$ cat config.mk
export PLATFORM = sky130hd
export DESIGN_NAME = rx_sequencer
export DESIGN_NICKNAME = d
export VERILOG_FILES = /design/src/rtl/rx_pkg.sv /design/src/rtl/seq_divider.sv /design/src/rtl/rx_sequencer.sv
export SDC_FILE = /design/constraint.sdc
export NUM_CORES = 1
export LEC_CHECK = 0
export BUFFER_PORTS_ARGS = -buffer_cell sky130_fd_sc_hd__buf_2
export CAP_MARGIN = 30
export CORE_MARGIN = 2
export CORE_UTILIZATION = 55
export DETAILED_ROUTE_END_ITERATION = 16
export PLACE_DENSITY = 0.73
export SLEW_MARGIN = 25
export SYNTH_ARGS = -nofsm -noshare
export SYNTH_HDL_FRONTEND = slang
export SYNTH_SLANG_ARGS = --single-unit
$ cat constraint.sdc
create_clock -name clk -period 3.1 [get_ports clk]
set_input_delay 0.155 -clock clk [delete_from_list [all_inputs] [get_ports clk]]
set_output_delay 0.155 -clock clk [all_outputs]
set_load 0.1 [all_outputs]
$ cat src/rtl/rx_pkg.sv
// Shared types and constants for the receive-chain sequencer.
package rx_pkg;

  // Width of frequency words and of the demodulator period parameter.
  localparam int unsigned FREQ_W = 32;

  // Default system clock in Hz (clk_200 domain).
  localparam int unsigned CLK_FREQ_DEFAULT = 200000000;

  // Sequencer states. The numeric encoding is visible on state_out.
  typedef enum logic [2:0] {
    ST_IDLE    = 3'd0,
    ST_MEASURE = 3'd1,
    ST_DIVIDE  = 3'd2,
    ST_SYNC    = 3'd3,
    ST_DATA    = 3'd4,
    ST_ERROR   = 3'd5
  } rxState_t;

  // A measured frequency is usable only inside [lo, hi]. A value of 0
  // means "not available" and falls outside any legal range.
  function automatic logic inRange(input logic [FREQ_W-1:0] f,
                                   input logic [FREQ_W-1:0] lo,
                                   input logic [FREQ_W-1:0] hi);
    return (f >= lo) && (f <= hi);
  endfunction

endpackage

$ cat src/rtl/seq_divider.sv
// Iterative restoring divider: one quotient bit per clock.
// The cycle that sees start loads the operands. W iterations follow,
// and done is a one-cycle pulse that arrives together with the final quotient.
// The caller must never pass a zero divisor.
module seq_divider
  import rx_pkg::*;
#(
  parameter int unsigned W = FREQ_W
) (
  input  logic         clk,
  input  logic         rst_n,
  input  logic         start,
  input  logic [W-1:0] dividend,
  input  logic [W-1:0] divisor,
  output logic [W-1:0] quotient,
  output logic         done
);

  localparam int unsigned CW = $clog2(W + 1);

  logic [W-1:0]  remR;
  logic [W-1:0]  quoR;
  logic [W-1:0]  divR;
  logic [CW-1:0] iterCnt;
  logic          running;

  logic [W:0]    trial;
  logic [W-1:0]  diff;
  logic          fits;

  // Trial subtraction on the partial remainder with the next dividend bit shifted in.
  always_comb begin
    trial = {remR, quoR[W-1]};
    fits  = (trial >= {1'b0, divR});
    // The low W bits are exact whenever fits is set, because the
    // remainder is then smaller than the divisor.
    diff  = trial[W-1:0] - divR;
  end

  // Shift/subtract iteration. The quotient bits enter from the LSB of quoR.
  always_ff @(posedge clk or negedge rst_n) begin
    if (!rst_n) begin
      remR    <= '0;
      quoR    <= '0;
      divR    <= '0;
      iterCnt <= '0;
      running <= 1'b0;
      done    <= 1'b0;
    end else begin
      done <= 1'b0;
      if (start) begin
        remR    <= '0;
        quoR    <= dividend;
        divR    <= divisor;
        iterCnt <= CW'(W);
        running <= 1'b1;
      end else if (running) begin
        remR    <= fits ? diff : trial[W-1:0];
        quoR    <= {quoR[W-2:0], fits};
        iterCnt <= iterCnt - CW'(1);
        if (iterCnt == CW'(1)) begin
          running <= 1'b0;
          done    <= 1'b1;
        end
      end
    end
  end

  assign quotient = quoR;

endmodule

$ cat src/rtl/rx_sequencer.sv
// Receive-chain controller. It acquires a stable frequency and derives the
// demodulator period from it. It then hunts for the preamble and sync bit
// and assembles NBITS-wide words, MSB first, from the demodulated bit stream.
//
// Bit interface: bit_valid is a one-cycle strobe qualifying bit_in. There is
// no back-pressure. Every strobe seen while the registered state is SYNC or
// DATA is consumed in that cycle. Strobes in any other state are dropped.
module rx_sequencer
  import rx_pkg::*;
#(
  parameter int unsigned CLK_FREQ     = CLK_FREQ_DEFAULT,
  parameter int unsigned NBITS        = 12,
  parameter int unsigned MIN_FREQ     = 1000,
  parameter int unsigned MAX_FREQ     = 20000000,
  parameter int unsigned STABLE_CNT   = 4,
  parameter int unsigned MEAS_TIMEOUT = 1000000,
  parameter int unsigned PREAMBLE_MIN = 5,
  parameter int unsigned SYNC_TIMEOUT = 256,
  parameter int unsigned GAP_TIMEOUT  = 65536
) (
  input  logic              clk,
  input  logic              rst_n,
  input  logic              start,
  input  logic              abort,
  input  logic              continuous,
  input  logic [31:0]       freq_in,
  input  logic              bit_in,
  input  logic              bit_valid,
  output logic [31:0]       freq_param,
  output logic              param_valid,
  output logic              demod_en,
  output logic [NBITS-1:0]  data_out,
  output logic              data_valid,
  output logic              busy,
  output logic              error,
  output logic [2:0]        state_out
);

  rxState_t            state;

  logic [FREQ_W-1:0]   freqLatched;
  logic [FREQ_W-1:0]   prevFreq;
  logic [31:0]         stableCnt;
  logic [31:0]         measCnt;
  logic [31:0]         zeroRun;
  logic [31:0]         syncCnt;
  logic [31:0]         gapCnt;
  logic [31:0]         bitCnt;
  logic [NBITS-1:0]    shiftReg;
  logic                divStart;

  logic [FREQ_W-1:0]   divQuot;
  logic                divDone;

  logic [31:0]         stableNext;
  logic [NBITS-1:0]    shiftNext;

  // Period divider: CLK_FREQ / latched frequency.
  seq_divider #(
    .W (FREQ_W)
  ) u_divider (
    .clk      (clk),
    .rst_n    (rst_n),
    .start    (divStart),
    .dividend (FREQ_W'(CLK_FREQ)),
    .divisor  (freqLatched),
    .quotient (divQuot),
    .done     (divDone)
  );

  // Next stability count for the current frequency sample, and the word
  // register after shifting the current bit in at the LSB.
  always_comb begin
    stableNext = '0;
    if (inRange(freq_in, FREQ_W'(MIN_FREQ), FREQ_W'(MAX_FREQ))) begin
      stableNext = (freq_in == prevFreq) ? stableCnt + 32'd1 : 32'd1;
    end
    shiftNext = {shiftReg[NBITS-2:0], bit_in};
  end

  // Main sequencer. Every output is registered here. busy and error are
  // updated on each transition so they always agree with the state register.
  always_ff @(posedge clk or negedge rst_n) begin
    if (!rst_n) begin
      state       <= ST_IDLE;
      freqLatched <= '0;
      prevFreq    <= '0;
      stableCnt   <= '0;
      measCnt     <= '0;
      zeroRun     <= '0;
      syncCnt     <= '0;
      gapCnt      <= '0;
      bitCnt      <= '0;
      shiftReg    <= '0;
      divStart    <= 1'b0;
      freq_param  <= '0;
      param_valid <= 1'b0;
      demod_en    <= 1'b0;
      data_out    <= '0;
      data_valid  <= 1'b0;
      busy        <= 1'b0;
      error       <= 1'b0;
    end else begin
      divStart   <= 1'b0;
      data_valid <= 1'b0;

      if (abort) begin
        // Abort discards any partial word. data_out keeps the last completed word.
        state       <= ST_IDLE;
        freq_param  <= '0;
        param_valid <= 1'b0;
        demod_en    <= 1'b0;
        busy        <= 1'b0;
        error       <= 1'b0;
        stableCnt   <= '0;
        measCnt     <= '0;
        zeroRun     <= '0;
        syncCnt     <= '0;
        gapCnt      <= '0;
        bitCnt      <= '0;
        shiftReg    <= '0;
      end else begin
        case (state)
          ST_IDLE, ST_ERROR: begin
            if (start) begin
              state     <= ST_MEASURE;
              busy      <= 1'b1;
              error     <= 1'b0;
              prevFreq  <= '0;
              stableCnt <= '0;
              measCnt   <= '0;
              zeroRun   <= '0;
              syncCnt   <= '0;
              gapCnt    <= '0;
              bitCnt    <= '0;
              shiftReg  <= '0;
            end
          end

          ST_MEASURE: begin
            prevFreq  <= freq_in;
            stableCnt <= stableNext;
            measCnt   <= measCnt + 32'd1;
            if (stableNext == STABLE_CNT) begin
              freqLatched <= freq_in;
              divStart    <= 1'b1;
              state       <= ST_DIVIDE;
            end else if (measCnt == MEAS_TIMEOUT - 1) begin
              state <= ST_ERROR;
              busy  <= 1'b0;
              error <= 1'b1;
            end
          end

          ST_DIVIDE: begin
            // The quotient is at least 2 because MAX_FREQ <= CLK_FREQ/2.
            if (divDone) begin
              freq_param  <= divQuot - 32'd2;
              param_valid <= 1'b1;
              demod_en    <= 1'b1;
              zeroRun     <= '0;
              syncCnt     <= '0;
              state       <= ST_SYNC;
            end
          end

          ST_SYNC: begin
            if (bit_valid) begin
              syncCnt <= syncCnt + 32'd1;
              if (bit_in && (zeroRun >= PREAMBLE_MIN)) begin
                // The sync 1 is the first data bit (MSB) of the word.
                shiftReg <= {{(NBITS-1){1'b0}}, 1'b1};
                bitCnt   <= 32'd1;
                gapCnt   <= '0;
                state    <= ST_DATA;
              end else begin
                zeroRun <= bit_in ? 32'd0 : zeroRun + 32'd1;
                if (syncCnt == SYNC_TIMEOUT - 1) begin
                  state       <= ST_ERROR;
                  busy        <= 1'b0;
                  error       <= 1'b1;
                  demod_en    <= 1'b0;
                  param_valid <= 1'b0;
                end
              end
            end
          end

          ST_DATA: begin
            if (bit_valid) begin
              shiftReg <= shiftNext;
              gapCnt   <= '0;
              if (bitCnt == NBITS - 1) begin
                data_out   <= shiftNext;
                data_valid <= 1'b1;
                bitCnt     <= '0;
                if (!continuous) begin
                  state       <= ST_IDLE;
                  busy        <= 1'b0;
                  demod_en    <= 1'b0;
                  param_valid <= 1'b0;
                end
              end else begin
                bitCnt <= bitCnt + 32'd1;
              end
            end else if (gapCnt == GAP_TIMEOUT - 1) begin
              // The bit stream has stalled. The partial word is dropped.
              state       <= ST_ERROR;
              busy        <= 1'b0;
              error       <= 1'b1;
              demod_en    <= 1'b0;
              param_valid <= 1'b0;
            end else begin
              gapCnt <= gapCnt + 32'd1;
            end
          end

          default: begin
            state <= ST_IDLE;
            busy  <= 1'b0;
            error <= 1'b0;
          end
        endcase
      end
    end
  end

  assign state_out = state;

endmodule

==> results by group, run 1 <==
STA
  – Max-slew violation count: 0
  – Tmin final: ~3.0 ns
  – Endpoints failing setup: 0
  – Worst setup margin: 0.1306 ns
  – Hold Vio Cnt, Final: 0
  – Fin Clk Skew: 0.02900 ns
  – Slew at the pin with the worst max-slew slack: roughly 0.9 ns
  – RSZ-0062 raised after global routing: false
  – Fin Hold WS: approximately 0.034 ns
  – Rel. slew slack: between 30% and 40%
  – Setup TNS: 0 ns
  – Max Freq: 0.3368 GHz
  – Final cycle utilization of the critical path: between 90% and 100%

Clock network
  – Clock sinks: 423
  – CTS buffer count: between 40 and 50
  – H-tree depth: 2
  – Max clock buf depth: 3
  – Root Buffer: clkbuf_16
  – Worst skew pair latency: ~0.59 ns
  – TritonCTS clock tree: done
  – Clock-pin slew on the worst setup and hold paths: ~0.060 ns

Yosys
  – Most instantiated cells after synthesis: dfrtp_1 (423), nand2_1 (297), nor2_1 (287), o21ai_0 (211), clkbuf_1 (109)
  – Post-synthesis register bit count: between 400 and 500
  – Yosys top cell by area: dfrtp_1
  – Post-synth top area share: around 46%
  – Yosys warnings: 0
  – Synth unique cells: just over 90
  – Sequential area share after synthesis: 46.16%
  – Number of synthesized flops with an enable pin: 0
  – Ys async rst share: between 90% and 100%
  – Synth top area cells: dfrtp_1 (46%), nand2_1 (4.9%), nor2_1 (4.7%)
  – Post-Syn Area: roughly 23,000 sq um
  – Ys flop type: dfrtp_1
  – Syn Nets: 2,591
  – Top-count cell post-synth: dfrtp_1
  – Syn Inst Count: 2,508
  – Avg Inst Size Synth: slightly above 9 sq um

Floorplan
  – Chip Height: 208.2 um
  – Rows: 74
  – Chip Width: 208.2 um
  – Num ports: 91
  – Core area: about 41,000 sq um
  – Initial Util: between 50% and 60%
  – Die area: 43,350 sq um

GRT
  – Global-route usage over all layers: 25.81%
  – Global route overflow: 0
  – First-pass GRT wire length: approximately 93,000 um
  – Vias in the first global route: roughly 19,000
  – Largest net degree at the start of global routing: around 140
  – Initial antenna violation count: 1

Cells and area
  – Final core utilization: between 60% and 70%
  – Filler cell count in the final layout: ~3,300
  – Footprint of the multi-input gates: between 10,000 and 15,000 sq um
  – Register area: around 11,000 sq um
  – Fin area: approximately 26,000 sq um
  – Area Overhead vs Synth: 14.37%
  – Layout cells sized above 1: between 10 and 15%
  – Diodes inserted: 0
  – Fin nets: 2,719
  – Post-route insts no fill: ~3,200

Job
  – Max cap viols: 0

Worst setup path
  – End of the critical path: u_divider.remR[17]
  – Kind of critical path: flop to flop
  – Req. time, crit path: approximately 3.6 ns
  – Worst reg2reg path startpoint: u_divider.remR[21]
  – Worst setup SP type: flop
  – Reg2reg setup slack: between 0.1 and 0.15 ns
  – Data arrival time of the critical path: between 3 and 4 ns
  – CP max FO: 10
  – R2R cell count: 11
  – Critical Path Source: u_divider.remR[21]
  – Worst reg2reg path endpoint: u_divider.remR[17]
  – Crit end category: flop

Detailed routing
  – Violation count after the first detailed-route iteration: roughly 1,500
  – Routed WL: 56,320 um
  – DRC viols: 0
  – DRT Pass-1 Iters: 5
  – Average wire per standard cell: 17.60 um
  – Post-DRT Antenna Nets: 0
  – Vias: 19,290
  – Via/cell ratio: between 6 and 7

Place
  – Placed insts: approximately 3,000
  – Routability-driven placement congestion ratio: 0.9174
  – Dpl ws: 0.06608 ns
  – Final HPWL DP: between 30,000 and 40,000 um
  – IO buf count: 90
  – Placed Area: roughly 24,000 sq um

Pwr
  – Total power draw: roughly 13 mW
  – Power per cell area: just over 500 nW/um^2
  – Worst VDD drop: ~510 uV
  – Leakage: around 12 nW

Run status
  – Run status: finished clean

Worst hold path
  – Hold Crit Class: input port to async pin
-- sequential cells by signal (all words and copies together) (netlist names), 3 cells and up --
register and cells:
u_divider.remR 32, u_divider.iterCnt 6, gapCnt 32, freq_param 32, bitCnt 32, u_divider.quotient 32, state_out 3, syncCnt 32
freqLatched 32, u_divider.divR 32, shiftReg 11, stableCnt 32, measCnt 32, prevFreq 32, data_out 12, zeroRun 32
-- worst max-delay path, stage by stage (launching register included) --
cell	delay [ns]
dfrtp_1	0.41
ha_1	0.40
nand3_1	0.19
nor3_2	0.23
and3_1	0.21
a32oi_1	0.13
nand2_1	0.12
o21ai_2	0.10
and2_1	0.22
buf_4	0.19
or3_1	0.38
a311oi_1	0.30
-- layout by cell type, fill, tap and decap left out, types with 7 or more instances in the layout --
cell	n
nand3_1	100
nand4_1	55
mux2i_1	36
or3_1	43
and2_1	20
nor2_1	284
nor3_1	50
o21ai_0	211
dfrtp_1	418
dlygate4sd3_1	34
a21oi_1	81
xnor2_1	96
ha_1	39
and3_1	56
xor2_1	88
nor2b_1	13
nand2b_1	23
buf_4	80
a21o_1	10
nor4_2	7
o31ai_1	35
a311oi_1	35
o41ai_1	11
nor4_1	38
nand2_1	296
clkbuf_1	15
mux2_4	23
and4_1	10
a31oi_1	21
clkbuf_16	46
o211ai_1	7
mux2_2	16
inv_1	72
a22o_1	16
a211oi_1	32
buf_2	89
-- power breakdown --
part	switching, mW	leakage (nW)	internal (mW)	total, mW
sequential	0.185	5.88	5.75	5.94
combinational	1.21	5.05	0.560	1.77
clock	2.25	0.724	3.26	5.50
-- timing repair --
item	CTS	global route
hold buffers	34	0
setup buffers	0	3
endpoints found under the setup margin	0	62
resized for setup	0	23
endpoints found under the hold margin	482	0
-- layer usage --
layer	track usage [%]	wire [um]	up-vias
li1	-	-	9178
met1	35.75	25100	9398
met2	41.17	26020	586
met3	3.894	3138	124
met4	9.948	2049	2
met5	0	13	-
-- logic make-up after synthesis --
group / Yosys count / share of synthesized area (%)
compound gates: 526 / 14.66
simple gates: 1051 / 22.33
mux: 75 / 3.863
fa+ha+maj: 44 / 2.433
xor+xnor: 184 / 7.027
buf+inv: 205 / 3.530
flops: 423 / 46.16
-- layout make-up --
class / instances / share of cell area, %
tap: 532 / 2.538
sequential: 423 / 40.40
clock inverter: 15 / 0.8825
clock buffer: 65 / 4.813
timing repair buffer: 210 / 5.801
multi-input combinational: 1880 / 44.49
inverter: 75 / 1.073
-- worst min path at each step --
| stage | startpoint | to | cells after the start |
|---|---|---|---|
| 5_1_grt | rst_n | gapCnt[31] | 2 |
| 4_1_cts | rst_n | gapCnt[23] | 2 |
| 3_3_place_gp | rst_n | bitCnt[25] | 1 |
| 2_1_floorplan | rst_n | bitCnt[0] | 0 |
| 6_report | rst_n | bitCnt[25] | 2 |
| 3_5_place_dp | rst_n | bitCnt[25] | 1 |
Power figures use the tool's default switching activity.
==> inputs of run 2 (changes only) <==
MAX_ROUTING_LAYER = met4   (was default)
==> results by group, run 2 (synthesis gave the netlist of run 1 again) <==
Detailed routing
  – DRT Pass-1 Iters: 6
  – Routed WL: around 57,000 um
  – DRC viols: 0
  – Average wire per standard cell: 17.62 um
  – Post-DRT Antenna Nets: 0
  – Via/cell ratio: 5.950
  – Vias: roughly 19,000
  – Violation count after the first detailed-route iteration: roughly 1,700

Floorplan
  – Chip Width: 208.2 um
  – Initial Util: a little under three fifths
  – Chip Height: roughly 210 um
  – Num ports: 91
  – Rows: 74
  – Core area: 41,020 sq um
  – Die area: roughly 43,000 sq um

Cells and area
  – Diodes inserted: 0
  – Post-route insts no fill: around 3,200
  – Fin nets: between 2,000 and 3,000
  – Final core utilization: between 60 and 70%
  – Filler cell count in the final layout: approximately 3,300
  – Fin area: between 20,000 and 30,000 sq um
  – Footprint of the multi-input gates: 11,640 sq um
  – Commonest non-fill, non-tap cell in the layout: dfrtp_1
  – Layout cells sized above 1: a little over an eighth
  – Most frequent cells in the layout: dfrtp_1 (417), nand2_1 (296), nor2_1 (283)
  – Register area: between 10,000 and 15,000 sq um
  – Area Overhead vs Synth: 14.78%

Place
  – IO buf count: 90
  – Dpl ws: about 0.073 ns
  – Routability-driven placement congestion ratio: 0.9288
  – Placed Area: roughly 24,000 sq um
  – Final HPWL DP: approximately 38,000 um
  – Placed insts: 3,088

STA
  – Max-slew violation count: 0
  – Max Freq: roughly 0.34 GHz
  – Setup TNS: 0 ns
  – Slew at the pin with the worst max-slew slack: between 0.9 and 1 ns
  – RSZ-0062 raised after global routing: true
  – Final cycle utilization of the critical path: between 90% and 100%
  – Tmin final: 2.932 ns
  – Endpoints failing setup: 0
  – Rel. slew slack: around 39%
  – Fin Clk Skew: between 0.015 and 0.02 ns
  – Hold Vio Cnt, Final: 0
  – Worst setup margin: between 0.15 and 0.2 ns
  – Fin Hold WS: approximately 0.13 ns

Worst setup path
  – Req. time, crit path: roughly 3.6 ns
  – Crit path cell chain: ha_1 > xnor2_1 > or4b_1 > a211oi_2 > nand4_1 > a2111oi_4 > nand4_4 > buf_12 > mux2_4
  – Family with the most delay on the worst path: simple AND/OR/NAND/NOR gates
  – WP buf/inv: 1
  – Data arrival time of the critical path: 3.40 ns
  – Crit path largest cell delay: about 0.48 ns
  – CP max FO: 32
  – Worst setup SP type: flop
  – Crit end category: flop
  – Kind of critical path: flop to flop
  – CP max stage cell: or4b_1

GRT
  – Initial antenna violation count: 0
  – Vias in the first global route: between 15,000 and 20,000
  – Largest net degree at the start of global routing: between 100 and 150
  – Global-route usage over all layers: about 27%
  – First-pass GRT wire length: around 95,000 um
  – Global route overflow: 0

Clock network
  – Clock sinks: around 420
  – Max clock buf depth: 3
  – CTS buffer count: 46
  – Clock-pin slew on the worst setup and hold paths: approximately 0.060 ns
  – Post-CTS Setup Repair Bufs: 0
  – H-tree depth: 2
  – Root Buffer: clkbuf_16
  – TritonCTS clock tree: done
  – Worst skew pair latency: 0.59 ns

Pwr
  – Power per cell area: 512.3 nW/um^2
  – Leakage: about 12 nW
  – Worst VDD drop: 454.1 uV
  – Total power draw: roughly 13 mW

Worst hold path
  – Hold Crit Class: input port to flop

Run status
  – Run status: finished clean

Job
  – Max cap viols: 0
## run 2: final cells by class
type                       instances  area share, %
multi-input combinational       1880          44.23
clock buffer                      63          5.077
timing repair buffer             213          5.828
clock inverter                    21          1.008
sequential                       423          40.26
inverter                          75          1.069
tap                              532          2.529
## run 2: worst register-to-register path, cell delays in order (launching register included)
cell	delay [ns]
dfrtp_1	0.38
ha_1	0.26
xnor2_1	0.16
or4b_1	0.48
a211oi_2	0.22
nand4_1	0.19
a2111oi_4	0.36
nand4_4	0.20
buf_12	0.22
mux2_4	0.35
## run 2: what timing repair did
action | CTS | global route
pin swaps | 0 | 1
setup endpoints to repair | 6 | 48
resized for setup | 1 | 20
hold buffers | 35 | 0
gates cloned | 0 | 0
endpoints found under the hold margin | 161 | 0
## run 2: power breakdown
group / internal (mW) / switching (mW) / total (mW)
clock network: 3.45 / 2.32 / 5.77
logic: 0.563 / 1.21 / 1.77
registers: 5.75 / 0.191 / 5.94
total: 9.76 / 3.72 / 13.5
## run 2: metal layers
layer / share of wire, % / global-route usage [%] / vias to the layer above / wire (um)
li1: - / - / 9166 / -
met1: 45 / 36.59 / 9302 / 25570
met2: 47 / 42.22 / 499 / 26360
met3: 4.7 / 3.743 / 116 / 2673
met4: 3.4 / 10.10 / 0 / 1901
met5: 0 / - / - / 0
## run 2: worst paths after layout
check / from / end / slack (ns) / cells after the start
worst min register to register: gapCnt[10] / gapCnt[10] / 0.47 / 1
worst min-delay path: bit_valid / gapCnt[12] / 0.13 / 4
min in group asynchronous: rst_n / bitCnt[25] / 0.25 / 2
worst max-delay path: stableCnt[0] / freqLatched[22] / 0.17 / 9
worst max register to register: stableCnt[0] / freqLatched[22] / 0.17 / 9
max in group asynchronous: rst_n / freq_param[0] / 1.91 / 3
==> inputs of run 3 (changes only) <==
CORE_UTILIZATION = 57   (was 55)
PLACE_DENSITY = 0.75   (was 0.73)
SYNTH_HIERARCHICAL = 1   (was default)
==> results by group, run 3 <==
Detailed routing
  – Routed WL: between 50,000 and 60,000 um
  – DRT Pass-1 Iters: 5
  – Average wire per standard cell: between 15 and 20 um
  – Vias: 19,990
  – Via/cell ratio: between 5 and 6
  – DRC viols: 0
  – Violation count after the first detailed-route iteration: approximately 1,800
  – Post-DRT Antenna Nets: 0

GRT
  – Initial antenna violation count: 0
  – Largest net degree at the start of global routing: between 80 and 90
  – Global-route usage over all layers: between 20 and 30%
  – Global route overflow: 0
  – First-pass GRT wire length: 94,470 um
  – Vias in the first global route: approximately 19,000

Clock network
  – Clock sinks: 423
  – CTS buffer count: between 40 and 50
  – Root Buffer: clkbuf_16
  – Worst skew pair latency: ~0.58 ns
  – Clock-pin slew on the worst setup and hold paths: about 0.060 ns
  – Max clock buf depth: 3
  – TritonCTS clock tree: done
  – H-tree depth: 2

Cells and area
  – Fin nets: around 2,900
  – Layout cells sized above 1: 14.14%
  – Fin area: approximately 27,000 sq um
  – Register area: ~11,000 sq um
  – Commonest non-fill, non-tap cell in the layout: dfrtp_1
  – Final core utilization: 67.91%
  – Diodes inserted: 0
  – Area Overhead vs Synth: 17.30%
  – Filler cell count in the final layout: ~3,100
  – Footprint of the multi-input gates: around 12,000 sq um
  – Most frequent cells in the layout: dfrtp_1 (411), nand2_1 (407), o21ai_0 (276)

Yosys
  – Ys async rst share: between 90% and 100%
  – Avg Inst Size Synth: ~8.9 sq um
  – Yosys top cell by area: dfrtp_1
  – Synth unique cells: 78
  – Post-synthesis register bit count: 423
  – Syn Inst Count: roughly 2,600
  – Yosys warnings: 6
  – Sequential area share after synthesis: a little under half
  – Top-count cell post-synth: dfrtp_1
  – Synth top area cells: dfrtp_1 (46%), nand2_1 (6.6%), o21ai_0 (6.0%)
  – Post-Syn Area: approximately 23,000 sq um
  – Ys flop type: dfrtp_1
  – Number of synthesized flops with an enable pin: 0
  – Most instantiated cells after synthesis: dfrtp_1 (423), nand2_1 (408), o21ai_0 (276), nor2_1 (215), xor2_1 (120)
  – Post-synth top area share: between 40% and 50%

Worst setup path
  – Worst reg2reg path startpoint: u_divider/remR[14]
  – Crit path largest cell delay: roughly 0.53 ns
  – Kind of critical path: flop to flop
  – Crit end category: flop
  – CP max stage cell: or4_4
  – Critical Path Source: u_divider/remR[14]
  – Crit path cell chain: ha_4 > and4_1 > and3_4 > nand3_2 > or4_4 > a2111oi_4 > buf_4 > nor2_4 > buf_6 > a41o_1 > a31o_1
  – Family with the most delay on the worst path: simple AND/OR/NAND/NOR gates
  – End of the critical path: u_divider/remR[23]
  – Data arrival time of the critical path: between 3 and 4 ns
  – R2R cell count: 11
  – Req. time, crit path: 3.56 ns
  – Reg2reg setup slack: between 0.004 and 0.005 ns
  – Worst reg2reg path endpoint: u_divider/remR[23]
  – WP buf/inv: 2
  – WP depth: 11
  – Worst setup SP type: flop
  – CP max FO: 8

STA
  – Final cycle utilization of the critical path: 99.85%
  – Tmin final: 3.095 ns
  – Max-slew violation count: 0
  – Setup TNS: 0 ns
  – Rel. slew slack: between 50% and 60%
  – Hold Vio Cnt, Final: 0
  – Fin Clk Skew: 0.01930 ns
  – Fin Hold WS: between 0.1 and 0.15 ns
  – Max Freq: between 0.3 and 0.4 GHz
  – Slew at the pin with the worst max-slew slack: 0.6622 ns
  – Endpoints failing setup: 0

Pwr
  – Power per cell area: a little under 500 nW/um^2
  – Total power draw: approximately 13 mW
  – Worst VDD drop: slightly below 400 uV
  – Leakage: 11.92 nW

Place
  – IO buf count: 90
  – Final HPWL DP: 37,840 um
  – Placed Area: 24,680 sq um
  – Routability-driven placement congestion ratio: approximately 0.93

Job
  – Max cap viols: 0

Floorplan
  – Die area: roughly 42,000 sq um
  – Num ports: between 90 and 100
  – Initial Util: a little under 60%
  – Core area: roughly 40,000 sq um
  – Chip Height: between 200 and 250 um
  – Rows: 73
  – Chip Width: just over 200 um

Run status
  – Run status: finished clean

Worst hold path
  – Hold Crit Class: input port to flop
run 3: metal layers:
layer  GRT usage, %  wire length, um  up-vias
li1               -                -     9548
met1          36.77            24990     9632
met2          44.14            27120      686
met3          4.645             3571      120
met4          9.635             1655        0
met5              -                0        -
run 3: cells by family after synthesis:
kind of cell,after synthesis,share of synthesized area (%)
multiplexers,76,3.533
buffers and inverters,199,3.484
AND/OR/NAND/NOR,1117,23.19
AO/OA/AOI/OAI,550,14.29
XOR/XNOR,188,7.142
adder cells (fa/ha/maj),44,2.420
flip-flops,423,45.91
other,2,0.03257
run 3: cell type report:
cell class                 instances  area share [%]
multi-input combinational       2007           44.44
clock inverter                    19          0.9068
timing repair buffer             254           7.143
sequential                       423           39.21
tap                              525           2.429
clock buffer                      65           4.941
inverter                          67          0.9299
run 3: worst register-to-register path, delay by kind of cell (launching register included):
kind / cells / cell delay, ns
and+or+nand+nor: 5 / 1.08
buffers and inverters: 2 / 0.35
AOI/OAI and AO/OA: 3 / 0.80
DFF: 1 / 0.45
adders and majority gates: 1 / 0.30
run 3: worst min-delay path by stage:
stage | from | to | cells past startpoint
3_3_place_gp | rst_n | data_valid | 1
6_report | bit_valid | data_valid | 3
5_1_grt | bit_valid | data_valid | 3
3_5_place_dp | rst_n | data_out[5] | 1
4_1_cts | abort | freq_param[3] | 2
2_1_floorplan | rst_n | bitCnt[0] | 0
run 3: stage by stage:
step	std cells	worst slack [ns]
4_1_cts	3336	0.01112
6_report	3360	0.004552
3_3_place_gp	3217	-0.008742
3_5_place_dp	3217	-0.1037
2_1_floorplan	2629	0.01252
5_1_grt	3360	-0.07443
run 3: power by group:
| part | total, mW | switching, mW | internal, mW |
|---|---|---|---|
| registers | 5.81 | 0.133 | 5.68 |
| clock network | 5.73 | 2.30 | 3.43 |
| logic | 1.73 | 1.26 | 0.473 |
| total | 13.3 | 3.69 | 9.58 |
run 3: what timing repair did:
action                                 CTS  global route
cloned                                   0             3
endpoints found under the hold margin  133             0
setup endpoints to repair               19            61
buffers inserted                         0            18
pin swaps                                0            19
hold buffers                            35             0
gates resized for setup                  2            40
